[config.mk]
export PLATFORM = sky130hd
export DESIGN_NAME = qsys_serial_responder
export DESIGN_NICKNAME = d
export VERILOG_FILES = /design/src/rtl/qsys_serial_pkg.sv /design/src/rtl/qsys_serial_shifter.sv /design/src/rtl/qsys_serial_responder.sv
export SDC_FILE = /design/constraint.sdc
export NUM_CORES = 1
export LEC_CHECK = 0
export CORE_AREA = 2 2 121 123
export CTS_BUF_LIST = sky130_fd_sc_hd__clkbuf_2 sky130_fd_sc_hd__clkbuf_4 sky130_fd_sc_hd__clkbuf_8
export DETAILED_ROUTE_END_ITERATION = 16
export DIE_AREA = 0 0 123 125
export GPL_TIMING_DRIVEN = 1
export HOLD_SLACK_MARGIN = 0.03
export PLACE_DENSITY = 0.76
export REMOVE_ABC_BUFFERS = 1
export SLEW_MARGIN = 20
export SYNTH_ARGS = -nofsm -noshare
export SYNTH_HDL_FRONTEND = slang
export SYNTH_SLANG_ARGS = --single-unit
[constraint.sdc]
create_clock -name csi_MCLK_clk -period 4.1 [get_ports csi_MCLK_clk]
set_input_delay 0.82 -clock csi_MCLK_clk [delete_from_list [all_inputs] [get_ports csi_MCLK_clk]]
set_output_delay 0.82 -clock csi_MCLK_clk [all_outputs]
set_load 0.05 [all_outputs]
[src/rtl/qsys_serial_pkg.sv]
// qsys_serial_pkg: frame geometry, response constants and FSM states for the serial responder
package qsys_serial_pkg;
  localparam int unsigned FRAME_BITS = 65;
  localparam int unsigned RESP_BITS = 32;
  localparam int unsigned RW_BIT = 64;
  localparam int unsigned ADDR_MSB = 63;
  localparam int unsigned ADDR_LSB = 32;
  localparam logic [31:0] TIMEOUT_FILL = 32'hFFFF_FFFF;
  typedef enum logic [2:0] {IDLE, RX, EXEC, GAP, TX} state_e;
endpackage

[src/rtl/qsys_serial_shifter.sv]
// qsys_serial_shifter: MSB-first shift register with serial in/out and parallel load/out
module qsys_serial_shifter #(
  parameter int W = 8
) (
  input  logic         clk_i,
  input  logic         rst_ni,
  input  logic         shift_i,
  input  logic         sin_i,
  input  logic         load_i,
  input  logic [W-1:0] load_data_i,
  output logic         sout_o,
  output logic [W-1:0] q_o
);
  logic [W-1:0] q_q, q_d;
  // load has priority over shift
  always_comb q_d = load_i ? load_data_i : shift_i ? {q_q[W-2:0], sin_i} : q_q;
  // shift register state
  always_ff @(posedge clk_i or negedge rst_ni)
    if (!rst_ni) q_q <= '0;
    else q_q <= q_d;
  assign q_o = q_q;
  assign sout_o = q_q[W-1];
endmodule

[src/rtl/qsys_serial_responder.sv]
// qsys_serial_responder: serial command frames to local Avalon-MM accesses with serial responses
module qsys_serial_responder
  import qsys_serial_pkg::*;
#(
  parameter int ADDR_W = 8,
  parameter int TIMEOUT = 255
) (
  input  logic              csi_MCLK_clk,
  input  logic              rsi_MRST_reset_n,
  input  logic              sdi,
  input  logic              sle,
  output logic              sdo,
  output logic              srdy,
  output logic [ADDR_W-1:0] avm_local_address,
  output logic [31:0]       avm_local_writedata,
  output logic [3:0]        avm_local_byteenable,
  output logic              avm_local_write,
  output logic              avm_local_read,
  input  logic [31:0]       avm_local_readdata,
  input  logic              avm_local_waitrequest,
  output logic              frame_err,
  output logic              bus_err
);
  state_e state_q, state_d;
  logic [6:0] cnt_q, cnt_d;
  logic [15:0] wait_q, wait_d;
  logic [4:0] tcnt_q, tcnt_d;
  logic [RESP_BITS-1:0] resp_q, resp_d;
  logic sle_q, ferr_q, ferr_d, berr_q, berr_d;
  logic [FRAME_BITS-1:0] rx_q;
  logic [RESP_BITS-1:0] tx_q;
  logic rx_sout, tx_sout, rw, unused_bits;

  qsys_serial_shifter #(.W(FRAME_BITS)) u_rx (
    .clk_i(csi_MCLK_clk), .rst_ni(rsi_MRST_reset_n),
    .shift_i(sle && (state_q == IDLE || state_q == RX)), .sin_i(sdi),
    .load_i(1'b0), .load_data_i('0), .sout_o(rx_sout), .q_o(rx_q)
  );

  qsys_serial_shifter #(.W(RESP_BITS)) u_tx (
    .clk_i(csi_MCLK_clk), .rst_ni(rsi_MRST_reset_n),
    .shift_i(state_q == TX), .sin_i(1'b0),
    .load_i(state_q == GAP), .load_data_i(resp_q), .sout_o(tx_sout), .q_o(tx_q)
  );

  assign rw = rx_q[RW_BIT];
  assign unused_bits = ^{rx_sout, rx_q[ADDR_MSB:ADDR_LSB], tx_q};

  // next state, counters, response word and error pulses
  always_comb begin
    state_d = state_q;
    cnt_d = cnt_q;
    wait_d = wait_q;
    tcnt_d = tcnt_q;
    resp_d = resp_q;
    ferr_d = sle && !sle_q && state_q != IDLE && state_q != RX;
    berr_d = 1'b0;
    case (state_q)
      IDLE: if (sle) begin
        state_d = RX;
        cnt_d = 7'd1;
      end
      RX: if (sle) cnt_d = cnt_q == 7'(FRAME_BITS + 1) ? cnt_q : cnt_q + 7'd1;
        else if (cnt_q == 7'(FRAME_BITS)) begin
          state_d = EXEC;
          wait_d = '0;
        end else begin
          state_d = IDLE;
          ferr_d = 1'b1;
        end
      EXEC: if (!avm_local_waitrequest) begin
        state_d = GAP;
        resp_d = rw ? '0 : avm_local_readdata;
      end else if (wait_q == 16'(TIMEOUT - 1)) begin
        state_d = GAP;
        resp_d = TIMEOUT_FILL;
        berr_d = 1'b1;
      end else wait_d = wait_q + 16'd1;
      GAP: begin
        state_d = TX;
        tcnt_d = '0;
      end
      TX: begin
        tcnt_d = tcnt_q + 5'd1;
        state_d = tcnt_q == 5'd31 ? IDLE : TX;
      end
      default: state_d = IDLE;
    endcase
  end

  // state and bookkeeping registers
  always_ff @(posedge csi_MCLK_clk or negedge rsi_MRST_reset_n)
    if (!rsi_MRST_reset_n) begin
      state_q <= IDLE;
      cnt_q <= '0;
      wait_q <= '0;
      tcnt_q <= '0;
      resp_q <= '0;
      sle_q <= 1'b0;
      ferr_q <= 1'b0;
      berr_q <= 1'b0;
    end else begin
      state_q <= state_d;
      cnt_q <= cnt_d;
      wait_q <= wait_d;
      tcnt_q <= tcnt_d;
      resp_q <= resp_d;
      sle_q <= sle;
      ferr_q <= ferr_d;
      berr_q <= berr_d;
    end

  assign avm_local_write = state_q == EXEC && rw;
  assign avm_local_read = state_q == EXEC && !rw;
  assign avm_local_address = rx_q[ADDR_LSB +: ADDR_W];
  assign avm_local_writedata = rx_q[31:0];
  assign avm_local_byteenable = 4'hF;
  assign srdy = state_q == TX;
  assign sdo = srdy && tx_sout;
  assign frame_err = ferr_q;
  assign bus_err = berr_q;
endmodule

# Word level (Yosys, flattened, before mapping)
# Cells that the tools add are included.
# totals
reg_bits,163
out_inout_bits,50
word_cells,78
# classes
n_addsub,3
n_eq_ne,18
muxes,28
reduce_logical,19
# ops
cell,count
$mux 32,5
$mux 16,4
$pmux 16 s2,1
$mux 7,3
$add 16x1->16 const B,1
$eq 16x8->1 const B,1
$mux 3,5
$pmux 3 s5,1
$eq 7x7->1 const B,2
$pmux 7 s2,1
$ne 2x2->1 const B,6
$pmux 5 s2,1
$add 7x1->7 const B,1
$logic_and 1x1->1,7
$eq 3x2->1 const B,2
$mux 1,6
$reduce_bool 2->1,3
$add 5x1->5 const B,1
$eq 5x5->1 const B,1
$reduce_and 5->1,1
$ne 2x1->1 const B,2
$reduce_and 4->1,1
$eq 3x1->1 const B,1
$eq 3x3->1 const B,1
9 further kinds,10

# Longest topological paths before layout
# Gate-level depths: netlist of the first run.
# logic_depth
ltp_word,7
ltp_mapped,8
depth_no_buf,7

# Modules after synthesis
# From an unflattened synthesis of the first run, not the netlist that was laid out.
# hier_totals
hier_cells,736
hier_area_um2,7878.8
# modules_own_cells
module,n_inst,cells_per_inst,area_each_um2,seq_area_each_um2
qsys_serial_responder,1,314,3316.9,1651.6
qsys_serial_shifter (u_rx),1,282,3039.2,1626.6
qsys_serial_shifter (u_tx),1,140,1522.7,800.8

# Least setup slack after synthesis of the first run
# No wires, ideal clock.
# synth_path
kind,register to output
start,register state_q[0]
end,output avm_local_read
arrival_time_ns,1.594
slack_ns,1.686
stages_incl_launch_ff,5
n_path_buf,1
cell_sequence,dfrtp_1 buf_6 nand2b_4 or2_2 nor2_1
# synth_between
elab_chain_len,2
# synth_rtl
element,line,rtl
from (decl),qsys_serial_responder.sv:24,"state_e state_q, state_d;"
from (signal assigned),qsys_serial_responder.sv:103,state_q <= state_d;
$eq 3x2->1,qsys_serial_responder.sv:114,assign avm_local_read = state_q == EXEC && !rw;
$logic_and 1x1->1,qsys_serial_responder.sv:114,
to (decl),qsys_serial_responder.sv:18,"output logic avm_local_read,"
# No other way between the ends.

# Final worst setup path of the first run
# Same ends and word-level chain as after synthesis.

==> results.json, run 1 <==
{
  "p_leak_nw": 3.90,
  "internal_power_mw": 2.18,
  "finalCriticalPeriod_ns": 3.19,
  "diodes": 0,
  "required_ns": 3.28,
  "synth_edf_count": 0,
  "rows": 44,
  "coreArea_um2": 14200,
  "cts-htree-levels": 4,
  "grt_use_total": 0.194,
  "holdBufCountCts": 0,
  "power.density_nw_per_um2": 355,
  "vias": 5209,
  "root_buffer": "clkbuf_8",
  "hpwl_um": 8620,
  "synth_top_area_share": 0.550,
  "slew_headroom": 0.435,
  "finClkSkew_ns": 0.0111,
  "ys_seq_area_frac": 0.550,
  "hold_violations": 0,
  "async_flop_share": 1.00,
  "wl_um": 13600,
  "netSwitchingFraction": 0.269,
  "seq_power_share": 0.566,
  "synth_seq_cells": 163,
  "firstDrtPassIters": 4,
  "yosys_warnings": 0,
  "preCtsSetupSlack_ns": 1.26,
  "clk_pin_slew_worst_paths_ns": 0.09,
  "start_util": 0.522,
  "clock_latency_ns": 0.44,
  "grt_pass1_wl_um": 23900,
  "max_cap_violations": 0,
  "power.total_mw": 2.99,
  "die_width_um": 123,
  "antenna_found_initial": 0,
  "io_pins": 87,
  "numCtsBuffers": 17,
  "yosys.area.top_type": "dfrtp_1",
  "wire_per_inst_um": 13.4,
  "grt_max_degree": 97,
  "synth_common_cells": "240 x nand2_1, 163 x dfrtp_1, 49 x nor2_1",
  "grt_pass1_vias": 5140,
  "endpoint_kind": "primary output",
  "drive_gt1_frac": 0.0743,
  "setup.worst_path.start_class": "flop",
  "cts_post_setup_buffers_inserted": 0,
  "cp_max_fo": 8,
  "cts-resized-gates": 0,
  "antenna_left": 0,
  "worst_slack_ns": 0.913,
  "timing.hold.ws_ns": 0.438,
  "combPwrFrac": 0.085,
  "cts_tree": "done",
  "clock.fmax_mhz": 314,
  "dieArea_um2": 15400,
  "cts_buffer_depth": 2,
  "ff2ff_path_depth": 7,
  "syn_area_um2": 7420,
  "globalplace.congestion": 0.796,
  "peakVddDrop_mv": 0.243,
  "syn_area_per_cell_um2": 9.37,
  "fin_util": 0.592,
  "synth_area_leaders": "dfrtp_1 55%, nand2_1 12%, buf_4 4.8%",
  "min_path_type": "primary input to asynchronous set/reset pin",
  "grt.overflow.total": 0,
  "worst_pin_slew_ns": 0.847,
  "power_switching_mw": 0.804,
  "drc": 0,
  "slew_violations": 0,
  "area_growth_pct": 13.4,
  "drt_iter0_markers": 421,
  "min_period_over_period": 0.777,
  "portBuffers": 82,
  "p_clk_frac": 0.350,
  "synth_most_common_cell": "nand2_1",
  "via_per_inst": 5.12,
  "setup_tns_ns": 0,
  "cts_sinks": 163,
  "ys.flop_type": "dfrtp_1",
  "fin_nets": 865,
  "critPathArrivalTime_ns": 2.37,
  "die_y_um": 125,
  "setup_viol": 0,
  "synth_cell_type_count": 62,
  "crit_type": "flop to primary output",
  "rsz0062_at_grt": "false",
  "status": "completed",
  "synth_cells": 792
}
==> per-layer routing <==
layer,share of wire,routed length [um],GRT usage,up-vias
met4,0.0070,96,0.0622,0
met1,0.47,6360,0.263,2475
met2,0.46,6300,0.293,103
li1,-,-,-,2623
met3,0.065,880,0.0666,8
met5,0,0,0,-
==> critical path, cell delays in order (launching register included) <==
cell	delay, ns
dfrtp_1	0.48
nand2b_4	0.20
or2_2	0.33
nor2_1	0.11
clkdlybuf4s50_1	0.81
==> power by group through the flow <==
stage | registers (mW) | logic, mW | clock network [mW]
2_1_floorplan | 1.77 | 0.0846 | 0
3_3_place_gp | 1.72 | 0.256 | 0
3_5_place_dp | 1.72 | 0.258 | 0
4_1_cts | 1.69 | 0.259 | 1.08
5_1_grt | 1.70 | 0.282 | 1.16
6_report | 1.69 | 0.253 | 1.04
==> cell type report <==
type / count / area [um2]
multi-input cells: 536 / 2810
inverters: 11 / 41.3
well taps: 184 / 230
flip-flops and latches: 163 / 4080
clock buffers: 18 / 248
clock inverters: 14 / 106
repair buffers: 92 / 897
fillers: 1248 / 5790
==> cell usage in the layout (no fill, tap or decap), types with 7 or more instances in the layout <==
cell,count
clkdlybuf4s50_1,81
nand2_1,240
nand3_1,7
buf_4,10
nor2_1,47
nand2b_1,32
inv_1,10
o21ai_0,46
dfrtp_1,163
mux2i_1,32
ha_1,7
clkbuf_8,18
nand4_1,7
a21oi_1,39
==> logic make-up after synthesis <==
kind of cell / synth area share
compound gates: 0.0913
xor+xnor: 0.00472
fa+ha+maj: 0.0118
buf+inv: 0.0754
flops: 0.550
mux: 0.0432
other cells: 0.000506
simple gates: 0.223
==> stage by stage <==
step | instances | instance area (um2)
floorplan | 710 | 6910
finish | 1018 | 8410
CTS | 1018 | 8410
global placement | 986 | 8060
detailed placement | 986 | 8060
global route | 1018 | 8410
==> state kept, by name (all words and copies together), names as in the netlist <==
register   cells
u_rx.q_o      65
resp_q        32
u_tx.q_o      32
wait_q        16
cnt_q          7
tcnt_q         5
state_q        3
bus_err        1
frame_err      1
sle_q          1
==> final timing paths <==
kind	startpoint	endpoint	slack [ns]
max reg2reg	wait_q[0]$_DFFE_PN0P_	wait_q[2]$_DFFE_PN0P_	1.83
max in group asynchronous	rsi_MRST_reset_n	wait_q[8]$_DFFE_PN0P_	2.71
max	state_q[0]$_DFFE_PN0P_	avm_local_read	0.91
min reg2reg	sle_q$_DFF_PN0_	frame_err$_DFF_PN0_	0.46
min in group csi_MCLK_clk	sle_q$_DFF_PN0_	frame_err$_DFF_PN0_	0.46
min	rsi_MRST_reset_n	resp_q[9]$_DFFE_PN0P_	0.44
Power figures use the tool's default switching activity.
==> run 2: changes to the inputs <==
- CORE_AREA: 2 2 121 123 -> 2 2 123 125
- DIE_AREA: 0 0 123 125 -> 0 0 125 127
- PLACE_DENSITY: 0.76 -> 0.77
- clock period: 4.1 -> 2.9 ns (I/O delays scaled with it)
==> run 2 against run 1 <==
Against the previous run:
- utilization hardly changed
- first-iteration DRC count is 11% higher
- register-to-register slack worse by 1.1 ns
- cell area is 1.5% higher
- wire length is 3.3% higher
- sequential share of layout area is 0.72 points lower
- combinational power is 46% higher
- clock-buffer cell count is 1 lower
- hold slack worse by 0.32 ns
- critical endpoint is now sdo
- largest cell class unchanged
==> results.json, run 2 (synthesis results as in run 1) <==
{
  "finalCriticalPeriod_ns": 2.70,
  "fin_nets": 872,
  "setup_viol": 0,
  "io_pins": 87,
  "grt_pass1_wl_um": 24100,
  "critPathBufInv": 2,
  "wl_um": 14100,
  "cp_max_fo": 7,
  "multi_input_area_um2": 2810,
  "area_growth_pct": 15.1,
  "peakVddDrop_mv": 0.556,
  "cts_sinks": 163,
  "cts_buffer_depth": 2,
  "fillers": 1242,
  "grt_pass1_vias": 5180,
  "power.density_nw_per_um2": 509,
  "holdBufCountCts": 0,
  "clock_latency_ns": 0.45,
  "antenna_left": 0,
  "grt_use_total": 0.184,
  "endpoint_kind": "primary output",
  "cpLargestDelayFamily": "buffers and inverters",
  "power.total_mw": 4.35,
  "grt.overflow.total": 0,
  "slew_headroom": 0.603,
  "die_y_um": 127,
  "antenna_found_initial": 0,
  "drive_gt1_frac": 0.0832,
  "reg2reg_slack_ns": 0.77,
  "dpl.cell_count": 993,
  "coreArea_um2": 14400,
  "start_util": 0.514,
  "min_path_type": "primary input to asynchronous set/reset pin",
  "clock.fmax_mhz": 371,
  "worst_slack_ns": 0.204,
  "finClkSkew_ns": 0.0150,
  "firstDrtPassIters": 5,
  "layout_commonest_cell": "nand2_1",
  "largest_reg_flops": 65,
  "rsz0062_at_grt": "false",
  "die_width_um": 125,
  "seqCellArea_um2": 4080,
  "setup_tns_ns": 0,
  "drt_iter0_markers": 469,
  "hpwl_um": 9130,
  "placed_area_um2": 8160,
  "critPathArrivalTime_ns": 2.12,
  "final_cell_mix": "240 x nand2_1, 163 x dfrtp_1, 78 x clkdlybuf4s50_1",
  "max_stage_delay_ns": 0.80,
  "hold_violations": 0,
  "required_ns": 2.32,
  "worst_pin_slew_ns": 0.595,
  "stdcell_count": 1025,
  "fin_area_um2": 8540,
  "numCtsBuffers": 17,
  "p_leak_nw": 3.99,
  "status": "completed",
  "slew_violations": 0,
  "preCtsSetupSlack_ns": 0.397,
  "cpMaxStageDelayCell": "clkdlybuf4s50_1",
  "dieArea_um2": 15900,
  "cts-htree-levels": 4,
  "grt_max_degree": 66,
  "min_period_over_period": 0.930,
  "diodes": 0,
  "rows": 44,
  "root_buffer": "clkbuf_8",
  "clk_pin_slew_worst_paths_ns": 0.09,
  "path_cells": "buf_4 -> nor2_1 -> and3_1 -> clkdlybuf4s50_1",
  "portBuffers": 82,
  "crit_cells": 4,
  "globalplace.congestion": 0.851,
  "vias": 5288,
  "cts_tree": "done",
  "cts_post_setup_buffers_inserted": 0,
  "ff2ff_path_depth": 8,
  "setup.worst_path.start_class": "flop",
  "crit_type": "flop to primary output",
  "max_cap_violations": 0,
  "drc": 0,
  "via_per_inst": 5.16,
  "wire_per_inst_um": 13.7
}
[run 2: final timing paths]
path                                         from                endpoint
max                        state_q[0]$_DFFE_PN0P_                     sdo
min                              rsi_MRST_reset_n   resp_q[6]$_DFFE_PN0P_
max reg2reg                 wait_q[0]$_DFFE_PN0P_   wait_q[2]$_DFFE_PN0P_
min reg2reg                       sle_q$_DFF_PN0_     frame_err$_DFF_PN0_
max in group asynchronous        rsi_MRST_reset_n  resp_q[27]$_DFFE_PN0P_
min in group csi_MCLK_clk         sle_q$_DFF_PN0_     frame_err$_DFF_PN0_
[run 2: cell type report]
cell class | count | area share
Clock inverter | 15 | 0.0171
Clock buffer | 17 | 0.0274
Timing Repair Buffer | 99 | 0.117
Inverter | 11 | 0.00484
Tap cell | 184 | 0.0270
Multi-Input combinational cell | 536 | 0.329
Sequential cell | 163 | 0.478
[run 2: where the power goes]
| part | internal, mW | switching, mW | total (mW) | leakage, nW |
|---|---|---|---|---|
| clock | 0.700 | 0.888 | 1.59 | 0.182 |
| combinational | 0.139 | 0.231 | 0.370 | 1.68 |
| sequential | 2.33 | 0.0570 | 2.39 | 2.13 |
| total | 3.17 | 1.18 | 4.35 | 3.99 |
[run 2: what timing repair did]
action	CTS	global route
pin swaps	0	0
setup endpoints to repair	1	1
hold endpoints to repair	0	0
resized for setup	1	1
[run 2: layer usage]
layer	track usage	vias to the layer above	wire, um
li1	-	2629	-
met1	0.246	2544	6570
met2	0.294	106	6520
met3	0.0611	9	882
met4	0.0464	0	121
met5	0	-	0
[run 2: per-stage QoR]
| step | hold WS, ns | utilization |
|---|---|---|
| floorplan | 0.284 | - |
| global placement | 0.446 | 0.565 |
| detailed placement | 0.447 | 0.565 |
| CTS | 0.123 | 0.592 |
| global route | 0.145 | 0.592 |
| finish | 0.120 | 0.592 |
